[config.mk]
export PLATFORM = sky130hd
export DESIGN_NAME = pu_operand_feeder
export DESIGN_NICKNAME = d
export VERILOG_FILES = /design/src/rtl/pu_operand_feeder.sv
export SDC_FILE = /design/constraint.sdc
export NUM_CORES = 1
export LEC_CHECK = 0
export CORE_MARGIN = 5
export CORE_UTILIZATION = 58
export DETAILED_ROUTE_END_ITERATION = 12
export GPL_TIMING_DRIVEN = 1
export PLACE_DENSITY = 0.79
export REMOVE_ABC_BUFFERS = 1
export SLEW_MARGIN = 5
export SYNTH_ARGS = -nofsm -noshare
export SYNTH_HDL_FRONTEND = slang
export SYNTH_SLANG_ARGS = --single-unit
[constraint.sdc]
create_clock -name clk -period 5.4 [get_ports clk]
set_input_delay 0.54 -clock clk [delete_from_list [all_inputs] [get_ports clk]]
set_output_delay 0.54 -clock clk [all_outputs]
set_load 0.1 [all_outputs]
[src/rtl/pu_operand_feeder.sv]
// FIFO-buffered FP16 operand-pair issuer for processing_unit, with a stuck-unit timeout.
// Defining PU_FEEDER_ZERO_SKIP_EN drops pairs with a +/-0 operand instead of issuing them.
module pu_operand_feeder #(
    parameter int DEPTH   = 8,
    parameter int TIMEOUT = 64
) (
    input  logic                       clk,
    input  logic                       reset,
    input  logic                       in_valid,
    output logic                       in_ready,
    input  logic [15:0]                in_a,
    input  logic [15:0]                in_b,
    output logic                       pu_en,
    output logic [15:0]                pu_a,
    output logic [15:0]                pu_b,
    input  logic                       pu_ready,
    output logic                       busy,
    output logic [$clog2(DEPTH+1)-1:0] count,
    output logic                       timeout_err,
    output logic                       skipped
);

    localparam int PTR_W = $clog2(DEPTH);
    localparam int CNT_W = $clog2(DEPTH + 1);
    localparam int TMR_W = $clog2(TIMEOUT);

    localparam logic [1:0] ST_IDLE = 2'd0;
    localparam logic [1:0] ST_WAIT = 2'd1;
    localparam logic [1:0] ST_GAP  = 2'd2;

    logic [31:0]      mem_q [DEPTH];
    logic [PTR_W-1:0] wr_ptr_q, wr_ptr_d;
    logic [PTR_W-1:0] rd_ptr_q, rd_ptr_d;
    logic [CNT_W-1:0] count_q, count_d;
    logic [1:0]       state_q, state_d;
    logic [TMR_W-1:0] timer_q, timer_d;
    logic             pu_en_q, pu_en_d;
    logic [15:0]      pu_a_q, pu_a_d;
    logic [15:0]      pu_b_q, pu_b_d;
    logic             timeout_err_q, timeout_err_d;
    logic [31:0]      head;
    logic             push, pop, skip_head;

    // Upstream handshake: a pair transfers on a cycle where in_valid && in_ready;
    // in_ready depends only on the registered occupancy, never on in_valid or a same-cycle pop.
    assign in_ready = (count_q != CNT_W'(DEPTH));
    assign push     = in_valid && in_ready;
    assign head     = mem_q[rd_ptr_q];

`ifdef PU_FEEDER_ZERO_SKIP_EN
    logic skipped_q, skipped_d;

    assign skip_head = (head[30:16] == 15'd0) || (head[14:0] == 15'd0);
    assign skipped_d = (state_q == ST_IDLE) && (count_q != '0) && skip_head;

    always_ff @(posedge clk) begin
        if (reset) skipped_q <= 1'b0;
        else       skipped_q <= skipped_d;
    end

    assign skipped = skipped_q;
`else
    assign skip_head = 1'b0;
    assign skipped   = 1'b0;
`endif

    always_comb begin
        state_d       = state_q;
        timer_d       = timer_q;
        pu_en_d       = pu_en_q;
        pu_a_d        = pu_a_q;
        pu_b_d        = pu_b_q;
        timeout_err_d = 1'b0;
        pop           = 1'b0;
        case (state_q)
            ST_IDLE: begin
                if (count_q != '0) begin
                    pop = 1'b1;
                    if (!skip_head) begin
                        pu_a_d  = head[31:16];
                        pu_b_d  = head[15:0];
                        pu_en_d = 1'b1;
                        timer_d = '0;
                        state_d = ST_WAIT;
                    end
                end
            end
            ST_WAIT: begin
                // ready takes precedence over an expiring timer on the same cycle
                if (pu_ready) begin
                    pu_en_d = 1'b0;
                    state_d = ST_GAP;
                end else if (timer_q == TMR_W'(TIMEOUT - 1)) begin
                    pu_en_d       = 1'b0;
                    timeout_err_d = 1'b1;
                    state_d       = ST_GAP;
                end else begin
                    timer_d = timer_q + TMR_W'(1);
                end
            end
            ST_GAP: begin
                state_d = ST_IDLE;
            end
            default: begin
                pu_en_d = 1'b0;
                state_d = ST_IDLE;
            end
        endcase
    end

    always_comb begin
        wr_ptr_d = push ? wr_ptr_q + PTR_W'(1) : wr_ptr_q;
        rd_ptr_d = pop  ? rd_ptr_q + PTR_W'(1) : rd_ptr_q;
        case ({push, pop})
            2'b10:   count_d = count_q + CNT_W'(1);
            2'b01:   count_d = count_q - CNT_W'(1);
            default: count_d = count_q;
        endcase
    end

    always_ff @(posedge clk) begin
        if (reset) begin
            wr_ptr_q      <= '0;
            rd_ptr_q      <= '0;
            count_q       <= '0;
            state_q       <= ST_IDLE;
            timer_q       <= '0;
            pu_en_q       <= 1'b0;
            pu_a_q        <= '0;
            pu_b_q        <= '0;
            timeout_err_q <= 1'b0;
        end else begin
            wr_ptr_q      <= wr_ptr_d;
            rd_ptr_q      <= rd_ptr_d;
            count_q       <= count_d;
            state_q       <= state_d;
            timer_q       <= timer_d;
            pu_en_q       <= pu_en_d;
            pu_a_q        <= pu_a_d;
            pu_b_q        <= pu_b_d;
            timeout_err_q <= timeout_err_d;
        end
    end

    // Storage needs no reset: entries are only read between a push and its pop.
    always_ff @(posedge clk) begin
        if (push) mem_q[wr_ptr_q] <= {in_a, in_b};
    end

    assign pu_en       = pu_en_q;
    assign pu_a        = pu_a_q;
    assign pu_b        = pu_b_q;
    assign count       = count_q;
    assign timeout_err = timeout_err_q;
    assign busy        = (state_q != ST_IDLE) || (count_q != '0);

endmodule

# ---- Yosys cells after proc, flatten, opt, wreduce, memory -nomap -nowiden
# Memory sizes are Yosys's and may differ from the RTL's. A register that Yosys moved wholly into a read port is not among the register bits.
# Index checks and enable logic that the tools add are counted.
dict set report totals {
  reg_bits 20
  mem_bits_rw 256
  inputBits 36
  output_inout_bits 41
  word_cells 55
  memories 1
}
# memory words width rd rd_clocked_by_memory_dff wr line_no
set mem_list {}
lappend mem_list {mem_q 8 32 1 1 1 31} ;# logic [31:0] mem_q [DEPTH];
dict set report op_classes {
  addsub 5
  n_eq_ne 10
  muxes 18
  bitwise 2
  n_reduce_logical 12
}
# cell n
set ops {}
lappend ops {{6-bit two-way mux} 3}
lappend ops {{6-bit case mux with 2 select lines} 1}
lappend ops {{1-bit two-way mux} 8}
lappend ops {{4-bit case mux with 2 select lines} 1}
lappend ops {{3-bit by 1-bit adder with 3-bit output (second input constant)} 2}
lappend ops {{6-bit by 1-bit adder with 6-bit output (second input constant)} 1}
lappend ops {{6-bit == test (second input constant)} 1}
lappend ops {{2-bit two-way mux} 3}
lappend ops {{2-bit inequality test (second input constant)} 3}
lappend ops {{2-bit nonzero test} 3}
lappend ops {{4-bit by 1-bit adder with 4-bit output (second input constant)} 1}
lappend ops {{2-bit by 1-bit == test with 1-bit output (second input constant)} 2}
lappend ops {{2-bit == test (second input constant)} 2}
lappend ops {{4-bit inequality test (second input constant)} 1}
lappend ops {{2-bit case mux with 2 select lines} 1}
lappend ops {{2-bit AND reduction} 2}
lappend ops {{4-bit AND reduction} 1}
lappend ops {{4-bit nonzero test} 1}
lappend ops {{4-bit by 1-bit subtractor with 4-bit output (second input constant)} 1}
lappend ops {{3-bit inequality test (second input constant)} 1}
lappend ops {{1-bit case mux with 3 select lines} 1}
lappend ops {{3-bit AND reduction} 1}
lappend ops {{3-bit OR reduction} 1}
lappend ops {{2-bit zero test} 1}
lappend ops {{3 further kinds} 4}

# ---- Depth between registers and ports, before layout
# Gate-level depths: netlist of the first run.
dict set report depth {
  ltp_word 5
  mapped_depth 12
  depth_no_buf 10
}

# ---- Least setup slack after synthesis of the first run
# OpenSTA, ideal clock, no wires.
dict set report synth_timing {
  path_type {flip-flop to flip-flop}
  start {reg count_q[1] (netlist: count[1])}
  end {mem mem_q[0][0] (enable)}
  setup_ps 502
  arrival_ps 5618
  t_required_ps 4898
  setup_slack_ps -720
  path_stages_with_launch 6
  path_buffers 2
  synth_period_minus_slack_ps 6120
  path_cell_list {dfxtp_1 buf_6 or4b_1 clkbuf_1 nand2_2 nor4_1}
}
dict set report synth_via {
  elab_chain_len 4
}
# item line_no
set synth_rtl {}
lappend synth_rtl {{start: declaration} 34} ;# logic [CNT_W-1:0] count_q, count_d;
lappend synth_rtl {{start signal: assignment} 135} ;# count_q <= count_d;
lappend synth_rtl {{4-bit inequality test} 46} ;# assign in_ready = (count_q != CNT_W'(DEPTH));
lappend synth_rtl {{net in_ready} 10} ;# output logic in_ready,
lappend synth_rtl {{1-bit logical AND} 47} ;# assign push = in_valid && in_ready;
lappend synth_rtl {{1-bit two-way mux} 147} ;# if (push) mem_q[wr_ptr_q] <= {in_a, in_b};
lappend synth_rtl {{1-bit two-way mux (implied by the code)} 147}
lappend synth_rtl {{end: declaration} 31}
# The timed path passes the listed nets, and every way through them passes these cells.

# ---- Final worst setup path of the first run
dict set report layout_timing {
  start {reg state_q[0]}
  end {reg count_q[2] (netlist: count[2])}
}
dict set report layout_via {
  elab_chain_len 4
  word_cells_on_any_way 6
  classes_between {2 x eq/ne; 2 x mux; 2 x reduce/logical}
}
# item line_no
set layout_rtl {}
lappend layout_rtl {{start: declaration} 35} ;# logic [1:0] state_q, state_d;
lappend layout_rtl {{start signal: assignment} 136} ;# state_q <= state_d;
lappend layout_rtl {{2-bit zero test (*)} 75} ;# case (state_q)
lappend layout_rtl {{1-bit two-way mux (*)} 75}
lappend layout_rtl {{2-bit by 1-bit == test with 1-bit output / 2-bit == test (equally long branches)} 114} ;# case ({push, pop})
lappend layout_rtl {{4-bit case mux with 2 select lines / 2-bit nonzero test (equally long branches)} n/a}
# Mark *: on every way between the ends. The rest lies on a longest branch, timed or not.
# A chain may end at the register's enable or synchronous reset.

==> impl_results.md, run 1 <==
- Layout area overhead: 18.3%
- Mean post-synth cell area: 19.2 sq um
- GPL Wtd Cong: 0.779
- Pwr per Cell Area: 541 mW/mm^2
- Post-CTS setup buffer count: 0
- Drt wl/cell: about 24 microns
- Initial Utilization: 59.2%
- Placed cell areas: 0.0126 sq mm
- Synthesized cell area: 0.0116 sq mm
- Vias: 5953
- DRT Wirelength: 23.4 mm
- Yosys reg bits: 308
- CP Capture Type: flip-flop
- Final setup vio count: 0
- Fillers: ~1200
- Asr flop ratio synth: 0%
- HPWL Detailed: 12.5 mm
- Most common cell after layout, fill and taps aside: edfxtp_1
- Util after Layout: 70.0%
- CTS tree: yes
- Vias in the first global route: 6258
- First-pass GRT wire length: about 36 mm
- Synth unique cells: 45
- Post-CTS sizing: 0
- Largest net degree at the start of global routing: 54
- WP data required: 5.87 ns
- Total power: 7.40 mW
- Core area: 0.0195 sq mm
- Ratio of cells with drive above 1 in the final layout: 21.8%
- CTS buffer count: 30
- Worst skew pair latency: 0.57 ns
- Final Critical Period: 3.37 ns
- Final hold violation count: 0
- Iter 0 DRT Violations: 511
- CTS root buffer: clkbuf_16
- Nets: 730
- Worst-Margin Slew: 1.27 ns
- Vias per cell: 6.09
- Total clock sinks: 308
- Synthesis Warnings: 0
- Status: complete, no violations
- DIE HEIGHT: 151 microns
- Min-delay worst type: flip-flop to flip-flop
- GRT Total Usage: 21.3%
- # DRC: 0
- Hold_buf cts: 0
- Worst-path maximum fanout: 37
- Antenna Nets Post-Route: 0
- Die width: 151 microns
- Fmax: 296 MHz
- P_leak: 4.37 nW
- Final Instance Area: 0.0137 sq mm
- RSZ-0062 raised after global routing: false
- Die area: ~0.023 sq mm
- Max-cap violations: 0
- I/O Buffers: 75
- Final number of max-transition violations: 0
- Startpoint types: flip-flop
- Final setup TNS: 0 ns
- Critical path arrival: a little under 4 ns
- Grt total ovfl: 0
- # rows: 51
- Number of synthesized flops with an enable pin: 256
- Commonest cells after routing, fill and taps aside: edfxtp_1, clkdlybuf4s50_1, mux4_2
- Cells after Synth: approximately 600
- Boundary Pins: 77
- Slew HR: 14.9%
- Top_reg_cell synth: edfxtp_1
- DP Cell Count: 921
- WS Path Type: flip-flop to flip-flop
- Post-synthesis sequential area ratio: approximately three quarters
- Clock transition at path regs: 0.06 ns
- Longest Clk Path Bufs: 3
- Drt pass-1 iters: 6
- Worst IR drop on VDD: 0.000387 V
- Final period util: 62.5%
- Initial antenna violation count: 0
- H-tree depth: 1
- Final cell count without fillers: 978
- Clock Skew: 0.0252 ns
per-stage QoR:
| step | hold slack [ns] | setup WS [ns] |
|---|---|---|
| 2_1_floorplan | 0.437 | -0.445 |
| 4_1_cts | 0.496 | 2.06 |
| 3_3_place_gp | 0.450 | 2.33 |
| 6_report | 0.495 | 2.03 |
| 5_1_grt | 0.515 | 1.78 |
| 3_5_place_dp | 0.480 | 2.09 |
metal layers:
layer / vias to the layer above / routed length (microns) / GRT usage [%]
met2: 227 / 12000 / 35.9
met3: 49 / 1550 / 3.74
li1: 2614 / - / -
met5: - / 0 / 0
met1: 3063 / 9330 / 29.2
met4: 0 / 541 / 5.67
power breakdown:
group	switching, mW	internal, mW	leakage, nW
Sequential	0.194	2.80	2.75
Clock	0.869	1.40	0.541
Combinational	1.46	0.674	1.08
synth_stat cells, types with 2 or more instances:
cell / n / area share (%)
nand2b_1: 3 / 0.16
nor3_1: 30 / 1.3
buf_4: 4 / 0.26
nand2_2: 2 / 0.11
a21oi_1: 7 / 0.30
dfxtp_1: 52 / 9.0
nor2_1: 44 / 1.4
a31oi_1: 3 / 0.16
nor2b_1: 3 / 0.16
nor3b_1: 2 / 0.13
nor2_2: 5 / 0.27
o21ai_0: 2 / 0.087
buf_2: 7 / 0.30
a311oi_1: 2 / 0.15
mux4_2: 64 / 12
o22ai_1: 33 / 1.8
nand3b_1: 2 / 0.13
nand3_1: 12 / 0.52
edfxtp_1: 256 / 66
nor4_1: 2 / 0.11
nand2_1: 10 / 0.32
buf_6: 8 / 0.78
nor3_2: 7 / 0.61
ha_1: 6 / 0.65
xor2_1: 6 / 0.45
clkbuf_1: 12 / 0.39
sequential cells by signal (all words and copies together) (netlist names):
signal / flops
rd_ptr_q: 3
wr_ptr_q: 3
mem_q: 256
timer_q: 6
state_q: 2
count: 4
pu_en: 1
pu_a: 16
timeout_err: 1
pu_b: 16
path summary, 6_finish.rpt:
kind	start	to	slack, ns	cells after the start
min	pu_b[12]	pu_b[12]	0.50	2
max	state_q[0]	count[2]	2.03	10
max reg2reg	state_q[0]	count[2]	2.03	10
min reg2reg	pu_b[12]	pu_b[12]	0.50	2
cells by family (layout without fill, tap and decap cells):
| group | after synthesis | count (layout) | synth area share (%) |
|---|---|---|---|
| AOI/OAI and AO/OA | 51 | 51 | 2.78 |
| xor gates and xnor gates | 7 | 7 | 0.530 |
| adders and majority gates | 6 | 6 | 0.649 |
| buffers and inverters | 33 | 142 | 1.80 |
| DFF | 308 | 308 | 75.5 |
| muxes | 66 | 66 | 12.7 |
| other | 1 | 2 | 0.0324 |
| and+or+nand+nor | 131 | 131 | 6.06 |
worst max-delay path: stages, from the launching register on:
cell	delay, ns
dfxtp_1	0.33
nor2_1	0.44
nand2_2	0.22
inv_2	0.72
ha_1	0.43
xor2_1	0.20
ha_1	0.20
a21oi_1	0.07
xor2_1	0.17
or3_1	0.34
a21oi_1	0.17
cell type report:
| cell class | count | area (sq um) | share of cell area, % |
|---|---|---|---|
| multi-input combinational | 262 | 2670 | 19.6 |
| antenna | 1 | 2.50 | 0.0183 |
| clock buffer | 41 | 852 | 6.23 |
| tap | 265 | 332 | 2.42 |
| clock inverter | 15 | 255 | 1.87 |
| sequential | 308 | 8730 | 63.9 |
| timing repair buffer | 85 | 821 | 6.00 |
| inverter | 1 | 3.75 | 0.0275 |
Note: power is estimated with default switching activity, not from simulation.
==> inputs of run 2 (changes only) <==
--- a/config.mk
+++ b/config.mk
@@ -6,10 +6,10 @@
 export NUM_CORES = 1
 export LEC_CHECK = 0
 export CORE_MARGIN = 5
-export CORE_UTILIZATION = 58
+export CORE_UTILIZATION = 53
 export DETAILED_ROUTE_END_ITERATION = 12
 export GPL_TIMING_DRIVEN = 1
-export PLACE_DENSITY = 0.79
+export PLACE_DENSITY = 0.76
 export REMOVE_ABC_BUFFERS = 1
 export SLEW_MARGIN = 5
 export SYNTH_ARGS = -nofsm -noshare
==> constraint.sdc (replaced) <==
create_clock -name clk -period 2.8 [get_ports clk]
set_input_delay 0.28 -clock clk [delete_from_list [all_inputs] [get_ports clk]]
set_output_delay 0.28 -clock clk [all_outputs]
set_load 0.1 [all_outputs]
==> run 2 against run 1 <==
First-iteration DRC count increased by 4.5%. Combinational power increased by 100%. Non-clock buffer count increased by 18. Critical path depth unchanged. Global-route usage decreased by 1.4 points. Critical path type unchanged.
==> impl_results.md, run 2 (synthesis gave the netlist of run 1 again) <==
- Status: complete, no violations
- HPWL Detailed: 13.8 mm
- CTS tree: yes
- Drt wl/cell: 24.0 microns
- P_int: 9.42 mW
- Net switching power: just under 5 mW
- Drt pass-1 iters: 4
- Top reg by flops: mem_q
- CP Capture Type: flip-flop
- Worst Path Buf+Inv: 1
- # rows: 54
- WS Path Type: flip-flop to flip-flop
- Vias in the first global route: between 6000 and 7000
- Largest register FFs: around 260
- WHS Path Cells: 2
- Worst-path maximum fanout: 10
- Clock Skew: 0.0221 ns
- WP data required: 3.28 ns
- Layout area overhead: 19.1%
- Critical path arrival: just over 3 ns
- Nets: 748
- Clock transition at path regs: 0.06 ns
- DP Cell Count: roughly 950
- DRT Wirelength: 24.2 mm
- Pwr per Cell Area: 1040 mW/mm^2
- Initial antenna violation count: 1
- Vias: 5982
- DIE HEIGHT: 158 microns
- # DRC: 0
- Die area: about 0.025 sq mm
- RSZ-0062 raised after global routing: false
- Final cell count without fillers: 1011
- CTS buffer count: 30
- Post-CTS setup buffer count: 0
- Final period util: 93.2%
- Final hold violation count: 0
- Reg2Reg Depth: 10
- First-pass GRT wire length: roughly 37 mm
- Longest Clk Path Bufs: 3
- P_leak: 4.53 nW
- Iter 0 DRT Violations: ~530
- Switch share: 34.1%
- Startpoint types: flip-flop
- Final setup vio count: 0
- Antenna Nets Post-Route: 0
- Boundary Pins: 77
- Crit path cell chain: or4_4 -> nand2_4 -> inv_2 -> ha_1 -> xor2_1 -> ha_1 -> a21oi_1 -> xor2_1 -> or3_1 -> a21oi_1
- Slew HR: between 60% and 70%
- Max-cap violations: 0
- Post-CTS sizing: 0
- Total clock sinks: 308
- Vias per cell: 5.92
- Hold_buf cts: 0
- Worst IR drop on VDD: 0.000590 V
- CTS root buffer: clkbuf_16
- Fmax: 383 MHz
- Crit path max-delay family: simple AND/OR/NAND/NOR gates
- Crit path depth: 10
- Worst skew pair latency: between 0.5 and 0.6 ns
- Most common cell after layout, fill and taps aside: edfxtp_1
- Sequential Power Share: 39.8%
- Worst slack, placed: approximately 0.17 ns
- Ratio of cells with drive above 1 in the final layout: 28.9%
- GRT Total Usage: 19.9%
- Final number of max-transition violations: 0
- Worst-Margin Slew: 0.582 ns
- Min Hold Slack: 0.194 ns
- Crit path setup slack, layout: 0.190 ns
- GPL Wtd Cong: 0.836
- Commonest cells after routing, fill and taps aside: edfxtp_1, mux4_2, buf_4
- Combinational Power Share: 29.9%
- Final setup TNS: 0 ns
- Crit-path slowest cell: or4_4
- Largest net degree at the start of global routing: 33
- Min-delay worst type: primary input to flip-flop
- Final Critical Period: 2.61 ns
- I/O Buffers: 75
- H-tree depth: 1
- Max incr delay on CP: about 0.62 ns
- Grt total ovfl: 0
- Die width: 158 microns
- Clk pwr share: 30.3%
- Core area: 0.0216 sq mm
- Initial Utilization: 53.5%
[run 2: cell types whose count changed in the layout (fill, tap and decap cells not counted), sizes merged]
cell           delta
clkdlybuf4s50    -40
clkinv            -2
clkinvlp          +1
clkbuf            +1
buf              +58
[run 2: layout make-up]
type / instances / area [sq um]
inverter: 1 / 3.75
antenna: 1 / 2.50
timing repair buffer: 103 / 906
fill: 1455 / 7850
tap: 280 / 350
clock buffer: 42 / 867
clock inverter: 14 / 226
multi-input combinational: 262 / 2680
sequential: 308 / 8730
[run 2: through the flow]
| step | total power [mW] | utilization [%] | instance area, sq um |
|---|---|---|---|
| finish | 14.3 | 63.7 | 13800 |
| global route | 14.9 | 63.7 | 13800 |
| CTS | 14.4 | 63.6 | 13800 |
| detailed placement | 10.0 | 58.6 | 12700 |
| global placement | 9.93 | 58.6 | 12700 |
| floorplan | 8.88 | - | 11400 |
[run 2: final timing paths]
check / start / endpoint / slack [ns]
worst max register to register: count[1] / count[2] / 0.19
worst max-delay path: count[1] / count[2] / 0.19
worst min register to register: pu_a[1] / pu_a[1] / 0.49
worst min-delay path: reset / rd_ptr_q[2] / 0.19
[run 2: power groups by stage]
stage | combinational, mW | clock (mW) | sequential (mW)
floorplan | 1.78 | 0 | 7.10
global placement | 4.19 | 0 | 5.74
detailed placement | 4.25 | 0 | 5.78
CTS | 4.30 | 4.40 | 5.70
global route | 4.53 | 4.61 | 5.74
finish | 4.27 | 4.33 | 5.69
[run 2: layer usage]
| layer | vias up | track usage (%) | wire length (microns) |
|---|---|---|---|
| met5 | - | 0 | 0 |
| met4 | 0 | 5.33 | 437 |
| met1 | 3051 | 26.3 | 9520 |
| met3 | 40 | 3.72 | 1630 |
| met2 | 237 | 34.5 | 12600 |
| li1 | 2654 | - | - |
